**config.mk**
```make
export PLATFORM = sky130hd
export DESIGN_NAME = csi2_pkt_ctrl_flat
export DESIGN_NICKNAME = d
export VERILOG_FILES = /design/src/rtl/csi2_pkt_ctrl_if.sv /design/src/rtl/csi2_pkt_ctrl.sv /design/src/flat_wrapper.sv
export SDC_FILE = /design/constraint.sdc
export NUM_CORES = 1
export LEC_CHECK = 0
export BUFFER_PORTS_ARGS = -buffer_cell sky130_fd_sc_hd__buf_2
export CAP_MARGIN = 25
export CORE_ASPECT_RATIO = 0.6
export CORE_MARGIN = 10
export CORE_UTILIZATION = 38
export CTS_CLUSTER_SIZE = 20
export DETAILED_ROUTE_END_ITERATION = 10
export PLACE_DENSITY_LB_ADDON = 0.2
export SLEW_MARGIN = 20
export SYNTH_ARGS = -nofsm -noshare
export SYNTH_HDL_FRONTEND = slang
export SYNTH_SLANG_ARGS = --single-unit
```
**constraint.sdc**
```tcl
create_clock -name clk_i -period 3.45 [get_ports clk_i]
set_input_delay 0.69 -clock clk_i [delete_from_list [all_inputs] [get_ports clk_i]]
set_output_delay 0.69 -clock clk_i [all_outputs]
set_load 0.005 [all_outputs]
```
**src/rtl/csi2_pkt_ctrl_if.sv**
```systemverilog
// rtl/csi2_pkt_ctrl_if.sv - word stream from the ECC decoder and payload beats out of the packet sequencer
interface csi2_pkt_ctrl_if;
  logic        valid_i;
  logic [31:0] data_i;
  logic        hdr_err_i;
  logic        hdr_corr_i;
  logic        pld_valid_o;
  logic [31:0] pld_data_o;
  logic [3:0]  pld_keep_o;
  logic        pld_last_o;

  modport master (
    output valid_i, data_i, hdr_err_i, hdr_corr_i,
    input  pld_valid_o, pld_data_o, pld_keep_o, pld_last_o
  );

  modport slave (
    input  valid_i, data_i, hdr_err_i, hdr_corr_i,
    output pld_valid_o, pld_data_o, pld_keep_o, pld_last_o
  );
endinterface

```
**src/rtl/csi2_pkt_ctrl.sv**
```systemverilog
// rtl/csi2_pkt_ctrl.sv - CSI-2 packet sequencer: short-packet sync pulses, long-packet payload beats, CRC strip
module csi2_pkt_ctrl #(
  parameter logic [3:0] VC_MASK = 4'b1111,
  parameter int         CNT_W   = 16
) (
  input  logic             clk_i,
  input  logic             rst_n_i,
  csi2_pkt_ctrl_if.slave   bus,
  output logic             pkt_done_o,
  output logic             frame_start_o,
  output logic             frame_end_o,
  output logic             line_start_o,
  output logic             line_end_o,
  output logic [15:0]      short_wc_o,
  output logic [1:0]       vc_o,
  output logic [5:0]       dt_o,
  output logic [15:0]      wc_o,
  output logic             hdr_drop_o,
  output logic             trunc_o,
  output logic [CNT_W-1:0] drop_cnt_o
);

  typedef enum logic [2:0] {IDLE, PLD, SKIP, DONE, WAIT} state_t;

  state_t      state_q, state_d;
  logic [14:0] cnt_q, cnt_d;
  logic [16:0] n_in, n_pl, cnt_ext;

  logic        pkt_done_d, fs_d, fe_d, ls_d, le_d, hdr_drop_d, trunc_d;
  logic [15:0] short_wc_d, wc_d;
  logic [1:0]  vc_d;
  logic [5:0]  dt_d;
  logic        pld_valid_d, pld_last_d;
  logic [31:0] pld_data_d;
  logic [3:0]  pld_keep_d;
  logic [CNT_W-1:0] drop_cnt_d;

  // Words in = payload + 2-byte CRC rounded up; payload beats = payload rounded up.
  assign n_in    = ({1'b0, wc_o} + 17'd5) >> 2;
  assign n_pl    = ({1'b0, wc_o} + 17'd3) >> 2;
  assign cnt_ext = {2'b00, cnt_q};

  always_comb begin
    state_d     = state_q;
    cnt_d       = cnt_q;
    pkt_done_d  = (state_q == DONE);
    fs_d        = 1'b0;
    fe_d        = 1'b0;
    ls_d        = 1'b0;
    le_d        = 1'b0;
    hdr_drop_d  = 1'b0;
    trunc_d     = 1'b0;
    short_wc_d  = short_wc_o;
    wc_d        = wc_o;
    vc_d        = vc_o;
    dt_d        = dt_o;
    pld_valid_d = 1'b0;
    pld_last_d  = 1'b0;
    pld_data_d  = 32'h0;
    pld_keep_d  = 4'h0;
    case (state_q)
      IDLE: begin
        if (bus.valid_i) begin
          if (bus.hdr_err_i && !bus.hdr_corr_i) begin
            hdr_drop_d = 1'b1;
            state_d    = SKIP;
          end else begin
            vc_d = bus.data_i[7:6];
            dt_d = bus.data_i[5:0];
            if (bus.data_i[5:4] == 2'b00) begin
              short_wc_d = bus.data_i[23:8];
              if (VC_MASK[bus.data_i[7:6]]) begin
                fs_d = (bus.data_i[5:0] == 6'h00);
                fe_d = (bus.data_i[5:0] == 6'h01);
                ls_d = (bus.data_i[5:0] == 6'h02);
                le_d = (bus.data_i[5:0] == 6'h03);
              end
              state_d = DONE;
            end else begin
              wc_d    = bus.data_i[23:8];
              cnt_d   = 15'd0;
              state_d = PLD;
            end
          end
        end
      end
      PLD: begin
        if (!bus.valid_i) begin
          trunc_d = 1'b1;
          state_d = DONE;
        end else begin
          if (cnt_ext < n_pl && VC_MASK[vc_o]) begin
            pld_valid_d = 1'b1;
            pld_data_d  = bus.data_i;
            pld_keep_d  = 4'hF;
            if (cnt_ext == n_pl - 17'd1) begin
              pld_last_d = 1'b1;
              pld_keep_d = (wc_o[1:0] == 2'b00) ? 4'hF : ((4'b0001 << wc_o[1:0]) - 4'd1);
            end
          end
          if (cnt_ext == n_in - 17'd1) state_d = DONE;
          else                         cnt_d   = cnt_q + 15'd1;
        end
      end
      SKIP: if (!bus.valid_i) state_d = DONE;
      DONE: state_d = WAIT;
      WAIT: if (!bus.valid_i) state_d = IDLE;
      default: state_d = IDLE;
    endcase
    drop_cnt_d = drop_cnt_o;
    if ((hdr_drop_d || trunc_d) && drop_cnt_o != {CNT_W{1'b1}})
      drop_cnt_d = drop_cnt_o + 1'b1;
  end

  always_ff @(posedge clk_i or negedge rst_n_i) begin
    if (!rst_n_i) begin
      state_q         <= IDLE;
      cnt_q           <= 15'd0;
      pkt_done_o      <= 1'b0;
      frame_start_o   <= 1'b0;
      frame_end_o     <= 1'b0;
      line_start_o    <= 1'b0;
      line_end_o      <= 1'b0;
      short_wc_o      <= 16'h0;
      vc_o            <= 2'd0;
      dt_o            <= 6'd0;
      wc_o            <= 16'h0;
      hdr_drop_o      <= 1'b0;
      trunc_o         <= 1'b0;
      drop_cnt_o      <= '0;
      bus.pld_valid_o <= 1'b0;
      bus.pld_data_o  <= 32'h0;
      bus.pld_keep_o  <= 4'h0;
      bus.pld_last_o  <= 1'b0;
    end else begin
      state_q         <= state_d;
      cnt_q           <= cnt_d;
      pkt_done_o      <= pkt_done_d;
      frame_start_o   <= fs_d;
      frame_end_o     <= fe_d;
      line_start_o    <= ls_d;
      line_end_o      <= le_d;
      short_wc_o      <= short_wc_d;
      vc_o            <= vc_d;
      dt_o            <= dt_d;
      wc_o            <= wc_d;
      hdr_drop_o      <= hdr_drop_d;
      trunc_o         <= trunc_d;
      drop_cnt_o      <= drop_cnt_d;
      bus.pld_valid_o <= pld_valid_d;
      bus.pld_data_o  <= pld_data_d;
      bus.pld_keep_o  <= pld_keep_d;
      bus.pld_last_o  <= pld_last_d;
    end
  end

endmodule

```
**src/flat_wrapper.sv**
```systemverilog
// flat-port wrapper written by rule: the top's interface ports become plain ports
module csi2_pkt_ctrl_flat 
#(
  parameter logic [3:0] VC_MASK = 4'b1111,
  parameter int         CNT_W   = 16
)
  (clk_i, rst_n_i, pkt_done_o, frame_start_o, frame_end_o, line_start_o, line_end_o, short_wc_o, vc_o, dt_o, wc_o, hdr_drop_o, trunc_o, drop_cnt_o, bus_valid_i, bus_data_i, bus_hdr_err_i, bus_hdr_corr_i, bus_pld_valid_o, bus_pld_data_o, bus_pld_keep_o, bus_pld_last_o);
  csi2_pkt_ctrl_if bus_i ();
  input  logic clk_i;
  input  logic rst_n_i;
  output logic pkt_done_o;
  output logic frame_start_o;
  output logic frame_end_o;
  output logic line_start_o;
  output logic line_end_o;
  output logic [15:0] short_wc_o;
  output logic [1:0] vc_o;
  output logic [5:0] dt_o;
  output logic [15:0] wc_o;
  output logic hdr_drop_o;
  output logic trunc_o;
  output logic [CNT_W-1:0] drop_cnt_o;
  input wire logic [$bits(bus_i.valid_i)-1:0] bus_valid_i;
  input wire logic [$bits(bus_i.data_i)-1:0] bus_data_i;
  input wire logic [$bits(bus_i.hdr_err_i)-1:0] bus_hdr_err_i;
  input wire logic [$bits(bus_i.hdr_corr_i)-1:0] bus_hdr_corr_i;
  output wire logic [$bits(bus_i.pld_valid_o)-1:0] bus_pld_valid_o;
  output wire logic [$bits(bus_i.pld_data_o)-1:0] bus_pld_data_o;
  output wire logic [$bits(bus_i.pld_keep_o)-1:0] bus_pld_keep_o;
  output wire logic [$bits(bus_i.pld_last_o)-1:0] bus_pld_last_o;
  assign bus_i.valid_i = bus_valid_i;
  assign bus_i.data_i = bus_data_i;
  assign bus_i.hdr_err_i = bus_hdr_err_i;
  assign bus_i.hdr_corr_i = bus_hdr_corr_i;
  assign bus_pld_valid_o = bus_i.pld_valid_o;
  assign bus_pld_data_o = bus_i.pld_data_o;
  assign bus_pld_keep_o = bus_i.pld_keep_o;
  assign bus_pld_last_o = bus_i.pld_last_o;
  csi2_pkt_ctrl #(.VC_MASK(VC_MASK), .CNT_W(CNT_W)) u_core (.clk_i(clk_i), .rst_n_i(rst_n_i), .bus(bus_i), .pkt_done_o(pkt_done_o), .frame_start_o(frame_start_o), .frame_end_o(frame_end_o), .line_start_o(line_start_o), .line_end_o(line_end_o), .short_wc_o(short_wc_o), .vc_o(vc_o), .dt_o(dt_o), .wc_o(wc_o), .hdr_drop_o(hdr_drop_o), .trunc_o(trunc_o), .drop_cnt_o(drop_cnt_o));
endmodule
```
==> results.cfg, run 1 <==
[place]
dpl.hpwl_um = 16300
io_buffers = 137
globalplace.congestion = 0.911
placement.cell_area_um2 = 8340

[sta]
drv_slew = 0
finalSetupViolations = 0
finalCriticalPeriod_ns = 3.43
tightest_slew_ns = 0.665
slew_headroom_pct = 55.7
hold_viol = 0
period_share_pct = 99.3
rsz0062_at_grt = true
whs_ns = 0.311
timing.fmax_mhz = 292
fin_skew_ns = 0.0108

[synth]
ys_warn_count = 0
synth_cells = 723
avgSynthCellArea_um2 = 9.61
synth_edf_count = 0
ys_async_sr_fraction_pct = 100
synth_nets = 783
ys_seq_area_share_pct = 42.5
synth.distinct_cells = 66
synth-seq-cells = 118
synthFlopType = dfrtp_1
syn-cell-area_um2 = 6950

[critical_path]
crit_arrival_ns = 3.76
crit_path_start_kind = register
cp.required_ns = 3.79
crit_type = register to register
path_max_fanout = 9
endpoint_kind = register
reg2reg_depth = 14

[floorplanning]
num_rows = 38
io_pins = 138
initial_core_util_pct = 38.6
dieArea_um2 = 24300
core-area_um2 = 18000
die_h_um = 125
die_w_um = 195

[routing]
wl_per_cell_um = 19.0
vias = 6342
drt-total-wl_um = 22200
dr.pass1.iters = 5
route.detailed.drc = 0
vias_per_cell = 5.42
drt-initial-drc-count = 370
detail-route-antenna-nets = 0

[pwr]
leakage_uw = 0.00451
vdd_drop_max_uv = 468
power_density_nw_per_um2 = 853

[global_route]
grt_max_degree = 69
grt_usage_pct = 17.6
grt-ovfl-total = 0
grt_pass1_wl_um = 34600
grt_antenna_before_repair = 0
first_global_vias = 5922

[layout]
nets = 977
synthToLayoutAreaGrowth_pct = 34.4
final_area_um2 = 9340
final_layout_size_suffix_gt1_share_pct = 36.1
fin_util_pct = 51.8
multiInputGateArea_um2 = 3990
antenna_cells = 0
seq_area_um2 = 2960
nFillCells = 1687

[clock_network]
cts_hold_buf = 0
cts_sinks = 118
clockBufferDepth = 2
cts_tree = built
clkLatencyLatePin_ns = 0.41
htreeDepth = 4
cts_root_buf = clkbuf_16
clk_pin_slew_ns = 0.06
cts_made_buffers = 17

[flow_run]
drv_cap = 0

[run_status]
status = complete, no violations

[hold_path]
min_path_type = primary input to async pin
-- state kept, by name, summed over array words and instances (netlist names) --
name                    flops
u_core.line_end_o           1
u_core.dt_o                 6
u_core.wc_o                16
u_core.trunc_o              1
u_core.bus.pld_valid_o      1
u_core.hdr_drop_o           1
u_core.short_wc_o          16
u_core.line_start_o         1
u_core.vc_o                 2
u_core.bus.pld_data_o      32
u_core.pkt_done_o           1
u_core.bus.pld_keep_o       3
u_core.frame_start_o        1
u_core.frame_end_o          1
u_core.bus.pld_last_o       1
u_core.state_q              3
u_core.cnt_q               15
u_core.drop_cnt_o          16
-- power breakdown --
part / internal (uW) / leakage, uW / switching [uW]
clock network: 1200 / 0.000303 / 658
registers: 1780 / 0.00154 / 409
logic: 1880 / 0.00267 / 2040
total: 4860 / 0.00451 / 3110
-- final cells by class --
class / instances / area share, %
Clock buffer: 21 / 5.04
Timing Repair Buffer: 215 / 14.9
Inverter: 21 / 0.844
Multi-Input combinational cell: 544 / 42.7
Sequential cell: 118 / 31.7
Clock inverter: 11 / 1.58
Tap cell: 240 / 3.22
-- routing by layer --
metal  GRT usage (%)  share of wire [%]  up-vias
met5               0                  0        -
met1            27.7                 53     3141
met4            3.88               0.58        0
met3            4.62                6.5       14
met2            22.8                 40      212
li1                -                  -     2975
-- through the flow --
| stage | instances | total power [uW] | setup slack [ns] | TNS [ns] |
|---|---|---|---|---|
| floorplan | 723 | 4270 | 0.00349 | 0 |
| global placement | 1128 | 5720 | -0.297 | -1.17 |
| detailed placement | 1128 | 5760 | -0.273 | -1.40 |
| CTS | 1162 | 7740 | 0.0143 | 0 |
| global route | 1170 | 8520 | -0.164 | -4.49 |
| finish | 1170 | 7960 | 0.0244 | 0 |
-- final timing paths --
path	startpoint	to	slack (ns)
worst min-delay path	rst_n_i	u_core.drop_cnt_o[3]$_DFFE_PN0P_	0.31
worst max-delay path	u_core.wc_o[0]$_DFFE_PN0P_	u_core.state_q[1]$_DFFE_PN0P_	0.02
worst min register to register	u_core.dt_o[5]$_DFFE_PN0P_	u_core.dt_o[5]$_DFFE_PN0P_	0.50
worst max register to register	u_core.wc_o[0]$_DFFE_PN0P_	u_core.state_q[1]$_DFFE_PN0P_	0.02
min in group clk_i	u_core.dt_o[5]$_DFFE_PN0P_	u_core.dt_o[5]$_DFFE_PN0P_	0.50
max in group asynchronous	rst_n_i	u_core.wc_o[0]$_DFFE_PN0P_	2.31
-- cell usage after synthesis, drive strengths merged, types with 6 or more instances --
library cell	count	share of area, %
clkbuf	21	1.1
a21oi	25	2.2
xor2	22	2.8
a31oi	6	0.54
or4	6	0.65
nand4	20	1.8
and2	6	0.54
inv	21	1.1
mux2	27	4.4
o21ai	18	1.3
nand2b	7	0.63
and3	37	3.3
xnor2	57	7.2
nor2	47	2.5
o21a	8	0.86
or3	7	0.63
nand2	81	4.4
buf	19	1.7
ha	23	4.1
nand3	24	1.7
a21o	9	0.99
dfrtp	118	42
nor3	24	1.7
o211ai	8	0.94
nor4	8	0.81
-- timing repair --
action                                  CTS  global route
endpoints found under the setup margin   17            52
setup buffers                             2             6
pin swaps                                 8            28
cloned                                    0             2
resized for setup                        10            46
-- placed cells by master (no fill, tap or decap), drive strengths merged, types with 7 or more instances in the layout --
master,Yosys,layout
buf,19,214
dfrtp,118,118
nand2,81,81
xnor2,57,57
nor2,47,47
and3,37,37
mux2,27,27
a21oi,25,25
nand3,24,24
nor3,24,24
ha,23,23
inv,21,22
xor2,22,22
clkbuf,21,22
nand4,20,20
o21ai,18,18
a21o,9,9
o21a,8,8
o211ai,8,8
nor4,8,8
nand2b,7,7
or3,7,7
-- kinds of logic after synthesis --
kind of cell,synth area share [%]
compound gates,12.5
xor+xnor,9.96
fa+ha+maj,4.14
buf+inv,4.00
flops,42.5
mux,5.10
simple gates,21.8
-- worst max-delay path, stage by stage (launching register included) --
cell,delay (ns)
dfrtp_2,0.45
ha_4,0.19
buf_4,0.17
o211ai_2,0.21
buf_6,0.17
nor2_1,0.05
xor2_1,0.16
or3_4,0.41
a2111oi_4,0.36
nand4_1,0.22
a311oi_4,0.34
buf_12,0.18
nand2_1,0.06
a211o_1,0.27
a21oi_2,0.11
(Power assumes the default switching activity.)
==> inputs of run 2 (changes only) <==
--- a/config.mk
+++ b/config.mk
@@ -12,7 +12,7 @@
 export CORE_UTILIZATION = 38
 export CTS_CLUSTER_SIZE = 20
 export DETAILED_ROUTE_END_ITERATION = 10
-export PLACE_DENSITY_LB_ADDON = 0.2
+export PLACE_DENSITY_LB_ADDON = 0.15
 export SLEW_MARGIN = 20
 export SYNTH_ARGS = -nofsm -noshare
 export SYNTH_HDL_FRONTEND = slang
==> constraint.sdc (replaced) <==
create_clock -name clk_i -period 3.4 [get_ports clk_i]
set_input_delay 0.68 -clock clk_i [delete_from_list [all_inputs] [get_ports clk_i]]
set_output_delay 0.68 -clock clk_i [all_outputs]
set_load 0.005 [all_outputs]
==> run 2 against run 1 <==
Against the previous run: the run now ends with setup timing left; flip-flop and latch count did not move; sequential power barely moved; count of clock-buffer cells in the layout rose by 1; global-route usage rose by 0.95 points; final area rose by 4.2%; total power rose by 6.6%; critical path type unchanged.
==> results.cfg, run 2 (synthesized netlist as in run 1, its figures left out) <==
[layout]
layout_commonest_cell = buf_2
seq_area_um2 = 2960
layout_common_cells = 136 x buf_2, 114 x dfrtp_1, 96 x buf_4
final_area_um2 = 9730
final_layout_size_suffix_gt1_share_pct = 38.4
top_register = u_core.bus.pld_data_o
nets = 1014
synthToLayoutAreaGrowth_pct = 40.0
nFillCells = 1618
largest_reg_flops = 32
multiInputGateArea_um2 = 4040

[sta]
drv_slew = 0
finalSetupViolations = 40
worst_slack_ns = -0.0776
hold_viol = 0
tightest_slew_ns = 0.752
timing.fmax_mhz = 288
rsz0062_at_grt = true
slew_headroom_pct = 49.9
fin_skew_ns = 0.00854
finalCriticalPeriod_ns = 3.48
period_share_pct = 102

[run_status]
status = finished with violations
violations = setup timing

[place]
io_buffers = 137
placement.cell_area_um2 = 8530
globalplace.congestion = 0.874
dpl.hpwl_um = 17600

[routing]
drt-initial-drc-count = 370
detail-route-antenna-nets = 0
wl_per_cell_um = 19.8
dr.pass1.iters = 5
vias_per_cell = 5.33
drt-total-wl_um = 23900
route.detailed.drc = 0
vias = 6444

[clock_network]
cts_made_buffers = 17
clockBufferDepth = 2
clkLatencyLatePin_ns = 0.42
cts_tree = built
clk_pin_slew_ns = 0.06
cts_root_buf = clkbuf_16
htreeDepth = 4
cts_hold_buf = 0
cts_sinks = 118

[critical_path]
critical_path_depth = 15
path_cells = buf_4 > buf_4 > o2111ai_2 > buf_4 > nor2_1 > xnor2_1 > ha_1 > o21a_1 > o21ai_1 > a21oi_1 > o31a_1 > o2111ai_4 > buf_12 > clkbuf_16 > and3_1
reg2reg_depth = 15
crit_arrival_ns = 3.83
cp.required_ns = 3.75
startpoint = u_core.wc_o[0]$_DFFE_PN0P_
path_max_fanout = 8
endpoint_kind = register
cpMostUsedCell = buf_4
crit_buf_inv = 5
cp_slowest_cell = xnor2_1
cp_top_family = compound AO/OA/AOI/OAI gates
r2r-start = u_core.wc_o[0]$_DFFE_PN0P_
crit_type = register to register
max_stage_delay_ns = 0.44
crit_path_start_kind = register

[floorplanning]
die_h_um = 125
io_pins = 138
core-area_um2 = 18000
die_w_um = 195
num_rows = 38
dieArea_um2 = 24300
initial_core_util_pct = 38.6

[pwr]
pwr-share-clk_pct = 22.5
p_int_uw = 5150
power_density_nw_per_um2 = 873
leakage_uw = 0.00473
vdd_drop_max_uv = 450
combPwrFrac_pct = 51.5
power_frac_seq_pct = 26.0
switching_power_uw = 3340
total_power_uw = 8490
p_sw_share_pct = 39.3

[global_route]
grt_max_degree = 56
first_global_vias = 6313
grt_antenna_before_repair = 1
grt_usage_pct = 18.6
grt-ovfl-total = 0
grt_pass1_wl_um = 36300

[flow_run]
drv_cap = 0

[hold_path]
min_path_type = primary input to async pin
-- run 2: cell types whose count changed in the layout (fill, tap and decap cells not counted), sizes merged --
cell	delta
clkinvlp	-1
clkbuf	+4
buf	+33
a21oi	+1
diode	+1
-- run 2: power by group through the flow --
stage               Sequential (uW)  Clock (uW)  Combinational, uW
CTS                            2210        1940               4090
global route                   2270        2000               4740
floorplan                      2100           0               2250
finish                         2210        1910               4370
detailed placement             2220           0               3860
global placement               2200           0               3830
-- run 2: worst register-to-register path, stage by stage (launching register included) --
cell and delay (ns):
dfrtp_1 0.42, buf_4 0.16, buf_4 0.14, o2111ai_2 0.34, buf_4 0.20, nor2_1 0.05
xnor2_1 0.44, ha_1 0.34, o21a_1 0.11, o21ai_1 0.14, a21oi_1 0.09, o31a_1 0.27
o2111ai_4 0.21, buf_12 0.19, clkbuf_16 0.17, and3_1 0.14
-- run 2: stage by stage --
stage	TNS [ns]	utilization, %	setup slack (ns)	hold slack, ns	instances
2_1_floorplan	-0.00268	-	-0.00268	0.384	723
3_3_place_gp	-3.13	47.3	-0.423	0.483	1153
3_5_place_dp	-5.62	47.3	-0.455	0.488	1153
4_1_cts	-0.118	51.9	-0.0536	0.342	1191
5_1_grt	-8.24	54.0	-0.193	0.383	1208
6_report	-2.15	54.0	-0.0776	0.320	1208
-- run 2: routing by layer --
metal  wire length, um  vias up  global-route usage (%)
met2             10100      189                    25.8
met5                 0        -                       0
met4               116        0                    3.65
li1                  -     3059                       -
met1             12100     3183                    27.4
met3              1540       13                    5.65
-- run 2: layout make-up --
| cell class | instances | share of cell area [%] |
|---|---|---|
| clock buffer | 22 | 4.98 |
| clock inverter | 10 | 1.48 |
| inverter | 21 | 0.810 |
| sequential | 118 | 30.4 |
| antenna | 1 | 0.0257 |
| multi-input combinational | 545 | 41.5 |
| timing repair buffer | 251 | 17.7 |
| tap | 240 | 3.09 |
-- run 2: path summary, 6_finish.rpt --
kind	slack (ns)	to
setup / recovery	-0.08	u_core.bus.pld_data_o[22]$_DFF_PN0_
hold / removal	0.32	u_core.drop_cnt_o[4]$_DFFE_PN0P_
setup reg to reg	-0.08	u_core.bus.pld_data_o[22]$_DFF_PN0_
hold reg to reg	0.50	u_core.short_wc_o[10]$_DFFE_PN0P_
max in group asynchronous	2.35	u_core.drop_cnt_o[9]$_DFFE_PN0P_
min in group clk_i	0.49	u_core.line_start_o$_DFF_PN0_
-- run 2: what timing repair did --
action,CTS,global route
cloned,1,7
pin swaps,14,13
setup endpoints to repair,53,53
resized for setup,34,30
buffers inserted,5,9
